File: src/rtl/reg_file_pkg.sv
// Shared opcodes and controller state encoding for the command-driven register file.
package reg_file_pkg;

    localparam logic [2:0] OP_NOP   = 3'd0;
    localparam logic [2:0] OP_LOAD  = 3'd1;
    localparam logic [2:0] OP_MOVE  = 3'd2;
    localparam logic [2:0] OP_READ  = 3'd3;
    localparam logic [2:0] OP_SWAP  = 3'd4;
    localparam logic [2:0] OP_CLEAR = 3'd5;

    typedef enum logic [1:0] {
        ST_IDLE  = 2'd0,
        ST_SWAP2 = 2'd1,
        ST_CLEAR = 2'd2
    } state_e;

endpackage

File: src/rtl/reg_file_array.sv
// Register storage: one synchronous write port, three combinational read ports.
module reg_file_array
    import reg_file_pkg::*;
#(
    parameter int DATA_W = 16,
    parameter int ADDR_W = 3
) (
    input  logic              clk,
    input  logic              rst,
    input  logic              we,
    input  logic [ADDR_W-1:0] waddr,
    input  logic [DATA_W-1:0] wdata,
    input  logic [ADDR_W-1:0] rs_addr,
    input  logic [ADDR_W-1:0] rd_addr,
    input  logic [ADDR_W-1:0] peek_addr,
    output logic [DATA_W-1:0] rs_rdata,
    output logic [DATA_W-1:0] rd_rdata,
    output logic [DATA_W-1:0] peek_rdata
);

    localparam int DEPTH = 2 ** ADDR_W;

    logic [DATA_W-1:0] mem_q [DEPTH];

    // Storage array with asynchronous clear of every entry
    always_ff @(posedge clk or posedge rst) begin
        if (rst) begin
            for (int i = 0; i < DEPTH; i++) begin
                mem_q[i] <= {DATA_W{1'b0}};
            end
        end else if (we) begin
            mem_q[waddr] <= wdata;
        end
    end

    assign rs_rdata   = mem_q[rs_addr];
    assign rd_rdata   = mem_q[rd_addr];
    assign peek_rdata = mem_q[peek_addr];

endmodule

File: src/rtl/reg_file_ctrl.sv
// Command controller for the register file: valid/ready intake, two-cycle swap,
// sequential bulk clear, registered result and an always-on peek port.
module reg_file_ctrl
    import reg_file_pkg::*;
#(
    parameter int DATA_W = 16,
    parameter int ADDR_W = 3
) (
    input  logic              clk,
    input  logic              rst,
    input  logic              cmd_valid,
    output logic              cmd_ready,
    input  logic [2:0]        op,
    input  logic [ADDR_W-1:0] rs,
    input  logic [ADDR_W-1:0] rd,
    input  logic [DATA_W-1:0] data_in,
    output logic [DATA_W-1:0] data_out,
    output logic              out_valid,
    output logic              busy,
    output logic              clear_done,
    input  logic [ADDR_W-1:0] peek_addr,
    output logic [DATA_W-1:0] peek_data
);

    localparam logic [ADDR_W-1:0] CNT_LAST = {ADDR_W{1'b1}};

    state_e            state_q, state_d;
    logic [ADDR_W-1:0] cnt_q, cnt_d;
    logic [ADDR_W-1:0] swap_rd_q, swap_rd_d;
    logic [DATA_W-1:0] tmp_q, tmp_d;
    logic [DATA_W-1:0] data_out_q, data_out_d;
    logic              out_valid_q, out_valid_d;
    logic              clear_done_q, clear_done_d;
    logic [DATA_W-1:0] peek_data_q;

    logic              accept_s;
    logic              we_s;
    logic [ADDR_W-1:0] waddr_s;
    logic [DATA_W-1:0] wdata_s;
    logic [DATA_W-1:0] rs_rdata_s, rd_rdata_s, peek_rdata_s;

    reg_file_array #(
        .DATA_W(DATA_W),
        .ADDR_W(ADDR_W)
    ) u_array (
        .clk       (clk),
        .rst       (rst),
        .we        (we_s),
        .waddr     (waddr_s),
        .wdata     (wdata_s),
        .rs_addr   (rs),
        .rd_addr   (rd),
        .peek_addr (peek_addr),
        .rs_rdata  (rs_rdata_s),
        .rd_rdata  (rd_rdata_s),
        .peek_rdata(peek_rdata_s)
    );

    assign cmd_ready = (state_q == ST_IDLE);
    assign busy      = ~cmd_ready;
    assign accept_s  = cmd_valid & cmd_ready;

    // State, sequencing and output registers
    always_ff @(posedge clk or posedge rst) begin
        if (rst) begin
            state_q      <= ST_IDLE;
            cnt_q        <= {ADDR_W{1'b0}};
            swap_rd_q    <= {ADDR_W{1'b0}};
            tmp_q        <= {DATA_W{1'b0}};
            data_out_q   <= {DATA_W{1'b0}};
            out_valid_q  <= 1'b0;
            clear_done_q <= 1'b0;
            peek_data_q  <= {DATA_W{1'b0}};
        end else begin
            state_q      <= state_d;
            cnt_q        <= cnt_d;
            swap_rd_q    <= swap_rd_d;
            tmp_q        <= tmp_d;
            data_out_q   <= data_out_d;
            out_valid_q  <= out_valid_d;
            clear_done_q <= clear_done_d;
            peek_data_q  <= peek_rdata_s;
        end
    end

    // Next-state selection
    always_comb begin
        state_d = state_q;
        case (state_q)
            ST_IDLE: begin
                if (accept_s && (op == OP_SWAP)) begin
                    state_d = ST_SWAP2;
                end else if (accept_s && (op == OP_CLEAR)) begin
                    state_d = ST_CLEAR;
                end else begin
                    state_d = ST_IDLE;
                end
            end
            ST_SWAP2: state_d = ST_IDLE;
            ST_CLEAR: begin
                if (cnt_q == CNT_LAST) begin
                    state_d = ST_IDLE;
                end else begin
                    state_d = ST_CLEAR;
                end
            end
            default: state_d = ST_IDLE;
        endcase
    end

    // Write port control and result registers; the swap's first half frees rs early
    always_comb begin
        we_s         = 1'b0;
        waddr_s      = rd;
        wdata_s      = {DATA_W{1'b0}};
        cnt_d        = cnt_q;
        swap_rd_d    = swap_rd_q;
        tmp_d        = tmp_q;
        data_out_d   = data_out_q;
        out_valid_d  = 1'b0;
        clear_done_d = 1'b0;
        case (state_q)
            ST_IDLE: begin
                if (accept_s) begin
                    case (op)
                        OP_LOAD: begin
                            we_s        = 1'b1;
                            waddr_s     = rd;
                            wdata_s     = data_in;
                            data_out_d  = data_in;
                            out_valid_d = 1'b1;
                        end
                        OP_MOVE: begin
                            we_s        = 1'b1;
                            waddr_s     = rd;
                            wdata_s     = rs_rdata_s;
                            data_out_d  = rs_rdata_s;
                            out_valid_d = 1'b1;
                        end
                        OP_READ: begin
                            data_out_d  = rs_rdata_s;
                            out_valid_d = 1'b1;
                        end
                        OP_SWAP: begin
                            we_s      = 1'b1;
                            waddr_s   = rs;
                            wdata_s   = rd_rdata_s;
                            tmp_d     = rs_rdata_s;
                            swap_rd_d = rd;
                        end
                        OP_CLEAR: cnt_d = {ADDR_W{1'b0}};
                        default:  we_s  = 1'b0;
                    endcase
                end else begin
                    we_s = 1'b0;
                end
            end
            ST_SWAP2: begin
                we_s        = 1'b1;
                waddr_s     = swap_rd_q;
                wdata_s     = tmp_q;
                data_out_d  = tmp_q;
                out_valid_d = 1'b1;
            end
            ST_CLEAR: begin
                we_s    = 1'b1;
                waddr_s = cnt_q;
                wdata_s = {DATA_W{1'b0}};
                cnt_d   = cnt_q + ADDR_W'(1'b1);
                if (cnt_q == CNT_LAST) begin
                    clear_done_d = 1'b1;
                end else begin
                    clear_done_d = 1'b0;
                end
            end
            default: we_s = 1'b0;
        endcase
    end

    assign data_out   = data_out_q;
    assign out_valid  = out_valid_q;
    assign clear_done = clear_done_q;
    assign peek_data  = peek_data_q;

endmodule

File: config.mk
export PLATFORM = sky130hd
export DESIGN_NAME = reg_file_ctrl
export DESIGN_NICKNAME = d
export VERILOG_FILES = /design/src/rtl/reg_file_pkg.sv /design/src/rtl/reg_file_array.sv /design/src/rtl/reg_file_ctrl.sv
export SDC_FILE = /design/constraint.sdc
export NUM_CORES = 1
export LEC_CHECK = 0
export CORE_ASPECT_RATIO = 1.5
export CORE_MARGIN = 8
export CORE_UTILIZATION = 31
export CTS_CLUSTER_SIZE = 40
export DETAILED_ROUTE_END_ITERATION = 10
export HOLD_SLACK_MARGIN = 0.12
export PLACE_DENSITY = 0.53
export SLEW_MARGIN = 5
export SYNTH_ARGS = -nofsm -noshare
export SYNTH_HDL_FRONTEND = slang
export SYNTH_SLANG_ARGS = --single-unit
File: constraint.sdc
create_clock -name clk -period 6.9 [get_ports clk]
set_input_delay 1.38 -clock clk [delete_from_list [all_inputs] [get_ports clk]]
set_output_delay 1.38 -clock clk [all_outputs]
set_load 0.01 [all_outputs]
==> reports/summary.json, run 1 <==
{
  "pin_count_of_the_biggest_net_entering_global_routing": {"value": 95},
  "total_core_area": {"value": 33300, "unit": "um2"},
  "crit-reg2reg-capture": {"value": "u_array.mem_q[99]$_DFFE_PP0P_"},
  "netlist_top_cells_area": {"value": "dfrtp_1 44%, mux4_2 21%, mux2_2 15%, mux2i_1 3.1%, a21oi_1 2.4%"},
  "holdCritStartpoint": {"value": "swap_rd_q[2]$_DFFE_PP0P_"},
  "num-nets-final": {"value": 818},
  "synthMostInstantiatedCell": {"value": "dfrtp_1"},
  "static-leakage-power": {"value": 0.00519, "unit": "uW"},
  "yosysTopAreaCellShare": {"value": 44.5, "unit": "%"},
  "cts_buffer_depth": {"value": 2},
  "worst_skew_pair.late_latency": {"value": 0.45, "unit": "ns"},
  "detailedRoute.firstPassIterationCount": {"value": 4},
  "timing.fmax": {"value": 242, "unit": "MHz"},
  "fp-row-count": {"value": 82},
  "remaining_drc_errors": {"value": 0},
  "grt_pass1_wl": {"value": 44700, "unit": "um"},
  "power.combinational.fraction": {"value": 28.9, "unit": "%"},
  "first_global_vias": {"value": 7176},
  "post_cts.repair.setup_buffers": {"value": 0},
  "ff2ff_setup_slack": {"value": 3.60, "unit": "ns"},
  "switching_pwr": {"value": 1020, "unit": "uW"},
  "synth.cells.most_frequent": {"value": "186 x dfrtp_1, 137 x mux2_2, 96 x mux4_2, 51 x a21oi_1, 35 x o21ai_0"},
  "p_per_area": {"value": 271, "unit": "nW/um2"},
  "crit_chain": {"value": "clkdlybuf4s50_1 > nor2_1 > nand2_4 > o211ai_4 > nor4b_4 > buf_4 > mux2_2"},
  "number_of_enable_type_register_cells_in_the_synthesized_netlist": {"value": 0},
  "hold_ws": {"value": 0.485, "unit": "ns"},
  "post_route_cells_drive_above_1_share": {"value": 38.9, "unit": "%"},
  "setup_repair_after_global_routing_missed_its_margin": {"value": "no"},
  "worst_slew_pin_slew": {"value": 1.16, "unit": "ns"},
  "number_of_hold_slack_violations_in_the_final_timing_report": {"value": 0},
  "required_time_at_the_endpoint_of_the_critical_path": {"value": 7.23, "unit": "ns"},
  "seqPwrFrac": {"value": 41.7, "unit": "%"},
  "post_synth_inst_count": {"value": 733},
  "final_antenna_net_count": {"value": 0},
  "tritoncts": {"value": "yes"},
  "post_route_skew": {"value": 0.00859, "unit": "ns"},
  "internal_power": {"value": 2250, "unit": "uW"},
  "timing_worst_setup_path_type": {"value": "input pin to register"},
  "cts.repair.resized": {"value": 0},
  "start_kind": {"value": "input pin"},
  "synth-async-reset-ratio": {"value": 100, "unit": "%"},
  "vias": {"value": 6733},
  "min_path_cells": {"value": 2},
  "boundaryPins": {"value": 67},
  "clk_transition_reported_paths": {"value": 0.07, "unit": "ns"},
  "synth.ff_latch_count": {"value": 186},
  "floorplan.die.width": {"value": 166, "unit": "um"},
  "grt_antenna_before_repair": {"value": 1},
  "critical_path_buf_inv_count": {"value": 2},
  "ff2ff_path_depth": {"value": 8},
  "maximum_cell_stage_delay_along_the_critical_path": {"value": 0.54, "unit": "ns"},
  "yosysSeqAreaShare": {"value": 44.5, "unit": "%"},
  "clkSinkCount": {"value": 186},
  "postRouteWirelength": {"value": 28500, "unit": "um"},
  "port-buffer-count": {"value": 66},
  "timing.rr.start": {"value": "state_q[0]$_DFF_PP0_"},
  "die_boundary_height": {"value": 241, "unit": "um"},
  "finalWeightedCongestion": {"value": 0.756},
  "numCtsBuffers": {"value": 17},
  "h-tree-depth": {"value": 4},
  "run_status": {"value": "complete, no violations"},
  "netlist.top_cell.by_area": {"value": "dfrtp_1"},
  "hold_end": {"value": "swap_rd_q[2]$_DFFE_PP0P_"},
  "power.switching_fraction": {"value": 31.2, "unit": "%"},
  "hold_buffers": {"value": 0},
  "critical_path_peak_fanout": {"value": 54},
  "synthesis.yosys.warnings": {"value": 0},
  "place.detailed.hpwl": {"value": 18600, "unit": "um"},
  "syn2layout_area_growth": {"value": 15.4, "unit": "%"},
  "clockPowerShare": {"value": 29.4, "unit": "%"},
  "antenna-diode-count": {"value": 0},
  "synth.cell_area": {"value": 10500, "unit": "um2"},
  "worst_slew_margin_relative_to_its_limit": {"value": 22.2, "unit": "%"},
  "detailedRoute.firstIterationViolations": {"value": 301},
  "totalNegativeSetupSlack": {"value": 0, "unit": "ns"},
  "timing.final.max_slew_violations": {"value": 0},
  "maxCapViolCount": {"value": 0},
  "netlist-cell-type-count": {"value": 41},
  "dieArea": {"value": 40000, "unit": "um2"},
  "avgRoutedWirePerCell": {"value": 23.4, "unit": "um"},
  "route.detailed.vias_per_inst": {"value": 5.55},
  "critPathSlowestCell": {"value": "o211ai_4"},
  "grt_overflow_total": {"value": 0},
  "peak_supply_drop": {"value": 191, "unit": "uV"},
  "global_route.usage.total": {"value": 14.7, "unit": "%"},
  "final.period_utilization": {"value": 60.0, "unit": "%"},
  "crit_arrival": {"value": 4.47, "unit": "ns"},
  "total_power": {"value": 3270, "unit": "uW"},
  "yosys_most_used_dff": {"value": "dfrtp_1"},
  "type_of_the_tightest_min_delay_check": {"value": "register to register"},
  "syn_nets": {"value": 770},
  "floorplan.initialDensity": {"value": 31.4, "unit": "%"},
  "root_buffer": {"value": "clkbuf_16"},
  "critical_path.endpoint_type": {"value": "register"},
  "crit_family": {"value": "simple AND/OR/NAND/NOR gates"},
  "timing.final.crit_period": {"value": 4.14, "unit": "ns"},
  "postSynthAreaPerCell": {"value": 14.3, "unit": "um2"},
  "final-setup-viol-count": {"value": 0}
}
==> how the worst max path moves through the flow <==
stage,startpoint,endpoint,slack (ns),cells past startpoint
2_1_floorplan,rst,clear_done$_DFF_PP0_,0.46,1
3_3_place_gp,op[0],u_array.mem_q[100]$_DFFE_PP0P_,2.35,7
3_5_place_dp,op[0],u_array.mem_q[102]$_DFFE_PP0P_,2.27,7
4_1_cts,op[1],u_array.mem_q[104]$_DFFE_PP0P_,2.76,7
5_1_grt,op[1],u_array.mem_q[98]$_DFFE_PP0P_,2.53,7
6_report,op[1],u_array.mem_q[99]$_DFFE_PP0P_,2.76,7
==> registers in the layout (all words and copies together) (netlist names) <==
signal / flops
u_array.mem_q: 128
data_out: 16
peek_data: 16
tmp_q: 16
cnt_q: 3
swap_rd_q: 3
state_q: 2
clear_done: 1
out_valid: 1
==> power groups by stage <==
stage          clock network (uW)  registers, uW  logic, uW
3_5_place_dp                    0           1380        959
2_1_floorplan                   0           1380        624
6_report                      960           1360        946
5_1_grt                      1040           1390       1020
3_3_place_gp                    0           1380        949
4_1_cts                       997           1360        962
==> layout make-up <==
cell class	count	area, um2
Clock buffer	28	547
Clock inverter	4	28.8
Fill cell	3156	21300
Inverter	9	41.3
Multi-Input combinational cell	481	5500
Sequential cell	186	4650
Tap cell	420	526
Timing Repair Buffer	86	781
==> cell usage in the layout, fill, tap and decap left out, types with 4 or more instances in the layout <==
| cell | instances |
|---|---|
| ha_1 | 6 |
| o21ai_0 | 35 |
| mux2_2 | 137 |
| buf_4 | 20 |
| a21oi_1 | 51 |
| mux2_1 | 8 |
| buf_2 | 6 |
| clkdlybuf4s50_1 | 60 |
| dfrtp_1 | 186 |
| nor2_1 | 20 |
| a22oi_1 | 16 |
| nor4b_4 | 4 |
| nand2_1 | 28 |
| mux4_2 | 96 |
| nor4_4 | 4 |
| mux2i_1 | 32 |
| o221ai_1 | 16 |
| clkbuf_8 | 8 |
| inv_1 | 7 |
| clkbuf_16 | 17 |
==> worst reg2reg max path: stages (launching register included) <==
cell	delay [ns]
dfrtp_1	0.40
inv_1	0.09
ha_1	0.31
and3_2	0.29
nand2_4	0.33
o211ai_4	0.55
nor4b_4	0.49
buf_4	0.36
mux2_2	0.38
==> logic make-up (layout without fill, tap and decap cells) <==
logic type                 count (synthesis)  in the layout  share of synthesized area (%)
muxes                                    273            273                           39.3
DFF                                      186            186                           44.5
AOI/OAI and AO/OA                        133            133                           8.16
and+or+nand+nor                           69             69                           4.30
buffers and inverters                     66            127                           3.06
adders and majority gates                  6              6                          0.717
==> per-stage QoR <==
stage	std cells	utilization [%]	cell area, um2	worst slack, ns
2_1_floorplan	733	-	10500	0.463
3_3_place_gp	1182	34.5	11500	2.35
3_5_place_dp	1182	34.5	11500	2.27
4_1_cts	1214	36.2	12100	2.76
5_1_grt	1214	36.2	12100	2.53
6_report	1214	36.2	12100	2.76
==> layer usage <==
metal,vias up,global-route usage (%),routed length [um]
met2,180,26.3,14900
met3,44,3.14,1150
met5,-,0,13
li1,2972,-,-
met4,2,6.10,785
met1,3535,16.8,11600
No activity file was read; power rests on OpenSTA's default activity.
==> run 2, diff against run 1 <==
--- a/config.mk
+++ b/config.mk
@@ -11,7 +11,7 @@
 export CTS_CLUSTER_SIZE = 40
 export DETAILED_ROUTE_END_ITERATION = 10
 export HOLD_SLACK_MARGIN = 0.12
-export PLACE_DENSITY = 0.53
+export PLACE_DENSITY = 0.55
 export SLEW_MARGIN = 5
 export SYNTH_ARGS = -nofsm -noshare
 export SYNTH_HDL_FRONTEND = slang
==> constraint.sdc (replaced) <==
create_clock -name clk -period 3.4 [get_ports clk]
set_input_delay 0.68 -clock clk [delete_from_list [all_inputs] [get_ports clk]]
set_output_delay 0.68 -clock clk [all_outputs]
set_load 0.01 [all_outputs]
==> run 2 against run 1 <==
  * Largest power group unchanged
  * Final cell count grew 4.7%
  * Sequential share of layout area shrank 1.9 points
  * Non-clock buffer count grew 58
  * Sequential cell count is the same
  * Worst setup slack lost 2.0 ns
  * Global-route usage is essentially flat
  * Clock skew shrank 0.00068 ns
  * Cell area grew 5.2%
  * Sequential power grew 100%
==> reports/summary.json, run 2 (same netlist as run 1, synthesis figures left out) <==
{
  "run_status": {"value": "complete, no violations"},
  "postRouteWirelength": {"value": 28200, "unit": "um", "change": "-0.81%"},
  "multi_input_area": {"value": 5500, "unit": "um2", "change": "unchanged"},
  "numCtsBuffers": {"value": 17, "change": "unchanged"},
  "critical_path.endpoint_type": {"value": "register"},
  "root_buffer": {"value": "clkbuf_16"},
  "mostFrequentLayoutCells": {"value": "186 x dfrtp_1, 137 x mux2_2, 96 x mux4_2"},
  "grt_antenna_before_repair": {"value": 0, "change": "-1"},
  "post_route_skew": {"value": 0.00791, "unit": "ns", "change": "-0.000679 ns"},
  "cts.repair.resized": {"value": 0, "change": "unchanged"},
  "peak_supply_drop": {"value": 413, "unit": "uV", "change": "+120%"},
  "worst_slew_margin_relative_to_its_limit": {"value": 46.5, "unit": "%", "change": "+24 points"},
  "crit_chain": {"value": "clkdlybuf4s50_1 > nor2_1 > buf_4 > nand2_4 > o211ai_4 > nor4b_4 > buf_4 > mux2_2"},
  "detailedRoute.firstPassIterationCount": {"value": 5, "change": "+1"},
  "final-setup-viol-count": {"value": 0, "change": "unchanged"},
  "setup_repair_after_global_routing_missed_its_margin": {"value": "no"},
  "number_of_hold_slack_violations_in_the_final_timing_report": {"value": 0, "change": "unchanged"},
  "grt_pass1_wl": {"value": 44800, "unit": "um", "change": "about the same"},
  "die_boundary_height": {"value": 241, "unit": "um", "change": "unchanged"},
  "static-leakage-power": {"value": 0.00552, "unit": "uW", "change": "+6.5%"},
  "max_flop_register": {"value": "u_array.mem_q"},
  "critical_path_peak_fanout": {"value": 8, "change": "-85%"},
  "type_of_the_tightest_min_delay_check": {"value": "register to register"},
  "syn2layout_area_growth": {"value": 21.4, "unit": "%"},
  "first_global_vias": {"value": 7346, "change": "+2.4%"},
  "use_met3": {"value": 3.03, "unit": "%", "change": "-0.11 points"},
  "start_kind": {"value": "input pin"},
  "post_route_cells_drive_above_1_share": {"value": 43.4, "unit": "%", "change": "+4.4 points"},
  "final.period_utilization": {"value": 78.9, "unit": "%"},
  "boundaryPins": {"value": 67, "change": "unchanged"},
  "hold_buffers": {"value": 0, "change": "unchanged"},
  "detailedRoute.firstIterationViolations": {"value": 354, "change": "+18%"},
  "worst_slew_pin_slew": {"value": 0.802, "unit": "ns", "change": "-0.357 ns"},
  "num-nets-final": {"value": 876, "change": "+7.1%"},
  "dieArea": {"value": 40000, "unit": "um2", "change": "unchanged"},
  "timing.final.crit_period": {"value": 2.68, "unit": "ns"},
  "total_core_area": {"value": 33300, "unit": "um2", "change": "unchanged"},
  "floorplan.die.width": {"value": 166, "unit": "um", "change": "unchanged"},
  "maximum_cell_stage_delay_along_the_critical_path": {"value": 0.46, "unit": "ns", "change": "-0.08 ns"},
  "globalRouteMet1Util": {"value": 17.0, "unit": "%", "change": "+0.18 points"},
  "p_per_area": {"value": 542, "unit": "nW/um2", "change": "+100%"},
  "grt.met2_usage": {"value": 25.9, "unit": "%", "change": "-0.41 points"},
  "floorplan.initialDensity": {"value": 31.4, "unit": "%", "change": "unchanged"},
  "crit_path_frequent_cell": {"value": "buf_4"},
  "cts_buffer_depth": {"value": 2, "change": "unchanged"},
  "worst_skew_pair.late_latency": {"value": 0.45, "unit": "ns", "change": "about the same"},
  "vias": {"value": 6891, "change": "+2.3%"},
  "dpl_cell_area": {"value": 12100, "unit": "um2", "change": "+5.2%"},
  "remaining_drc_errors": {"value": 0, "change": "unchanged"},
  "pin_count_of_the_biggest_net_entering_global_routing": {"value": 66, "change": "-31%"},
  "totalNegativeSetupSlack": {"value": 0, "unit": "ns", "change": "unchanged"},
  "timing.fmax": {"value": 373, "unit": "MHz"},
  "port-buffer-count": {"value": 66, "change": "unchanged"},
  "h-tree-depth": {"value": 4, "change": "unchanged"},
  "grt_overflow_total": {"value": 0, "change": "unchanged"},
  "largest_register_ffs": {"value": 128, "change": "unchanged"},
  "global_route.usage.total": {"value": 14.7, "unit": "%", "change": "about the same"},
  "mostFrequentLayoutCell": {"value": "dfrtp_1"},
  "post_cts.repair.setup_buffers": {"value": 0, "change": "unchanged"},
  "timing.final.max_slew_violations": {"value": 0, "change": "unchanged"},
  "final_antenna_net_count": {"value": 0, "change": "unchanged"},
  "finalWeightedCongestion": {"value": 0.783, "change": "+3.6%"},
  "fill_cells": {"value": 3108, "change": "-1.5%"},
  "place.detailed.hpwl": {"value": 19800, "unit": "um", "change": "+6.6%"},
  "route.detailed.vias_per_inst": {"value": 5.42, "change": "-2.2%"},
  "maxCapViolCount": {"value": 0, "change": "unchanged"},
  "sequential_cell_area": {"value": 4650, "unit": "um2", "change": "unchanged"},
  "clk_transition_reported_paths": {"value": 0.07, "unit": "ns", "change": "about the same"},
  "antenna-diode-count": {"value": 0, "change": "unchanged"},
  "fp-row-count": {"value": 82, "change": "unchanged"},
  "stdcell_area": {"value": 12700, "unit": "um2", "change": "+5.2%"},
  "avgRoutedWirePerCell": {"value": 22.2, "unit": "um", "change": "-5.3%"},
  "crit_family": {"value": "buffers and inverters"},
  "tritoncts": {"value": "yes"},
  "critical_path_buf_inv_count": {"value": 3, "change": "+1"},
  "required_time_at_the_endpoint_of_the_critical_path": {"value": 3.72, "unit": "ns", "change": "-3.51 ns"},
  "clkSinkCount": {"value": 186, "change": "unchanged"},
  "timing_worst_setup_path_type": {"value": "input pin to register"},
  "critPathSlowestCell": {"value": "clkdlybuf4s50_1"},
  "crit_arrival": {"value": 3.00, "unit": "ns", "change": "-1.47 ns"},
  "utilization": {"value": 38.1, "unit": "%", "change": "+1.9 points"},
  "gr-max-usage-layer": {"value": "met2"}
}
-- run 2: through the flow --
step | hold WS (ns) | worst slack, ns | power (uW) | std cells
after floorplan | 0.447 | 0.327 | 4060 | 733
after global placement | 0.470 | 0.279 | 4860 | 1240
after detailed placement | 0.478 | 0.241 | 4890 | 1240
after CTS | 0.494 | 0.705 | 6980 | 1271
after global routing | 0.512 | 0.585 | 7240 | 1271
final | 0.488 | 0.719 | 6890 | 1271
-- run 2: path summary, 6_finish.rpt --
path	start	endpoint	slack [ns]	cells after the start
worst max-delay path	op[0]	u_array.mem_q[1]$_DFFE_PP0P_	0.72	8
worst min-delay path	swap_rd_q[0]$_DFFE_PP0P_	swap_rd_q[0]$_DFFE_PP0P_	0.49	2
worst max register to register	state_q[0]$_DFF_PP0_	u_array.mem_q[16]$_DFFE_PP0P_	0.73	9
worst min register to register	swap_rd_q[0]$_DFFE_PP0P_	swap_rd_q[0]$_DFFE_PP0P_	0.49	2
max in group asynchronous	rst	tmp_q[4]$_DFFE_PP0P_	2.06	3
min in group asynchronous	rst	cnt_q[2]$_DFFE_PP0P_	0.59	2
-- run 2: power breakdown --
part	internal (uW)	switching, uW	leakage (uW)
clock	1180	896	0.000281
sequential	2530	236	0.00253
combinational	1060	998	0.00271
total	4760	2130	0.00552
-- run 2: area by class of cell --
| class | count | share of cell area, % |
|---|---|---|
| repair buffers | 144 | 10.9 |
| inverters | 9 | 0.295 |
| clock inverters | 13 | 1.32 |
| clock buffers | 18 | 3.46 |
| well taps | 420 | 4.14 |
| flip-flops and latches | 186 | 36.6 |
| multi-input cells | 481 | 43.3 |
-- run 2: tightest hold or removal path, cell delays in order, from the launching register on --
cell and delay (ns):
dfrtp_1 0.35, nand2_1 0.05, nand2_1 0.05
-- run 2: metal layers --
metal / up-vias / wire length (um)
met4: 0 / 940
met5: - / 0
li1: 3074 / -
met1: 3611 / 11500
met2: 165 / 14600
met3: 41 / 1210
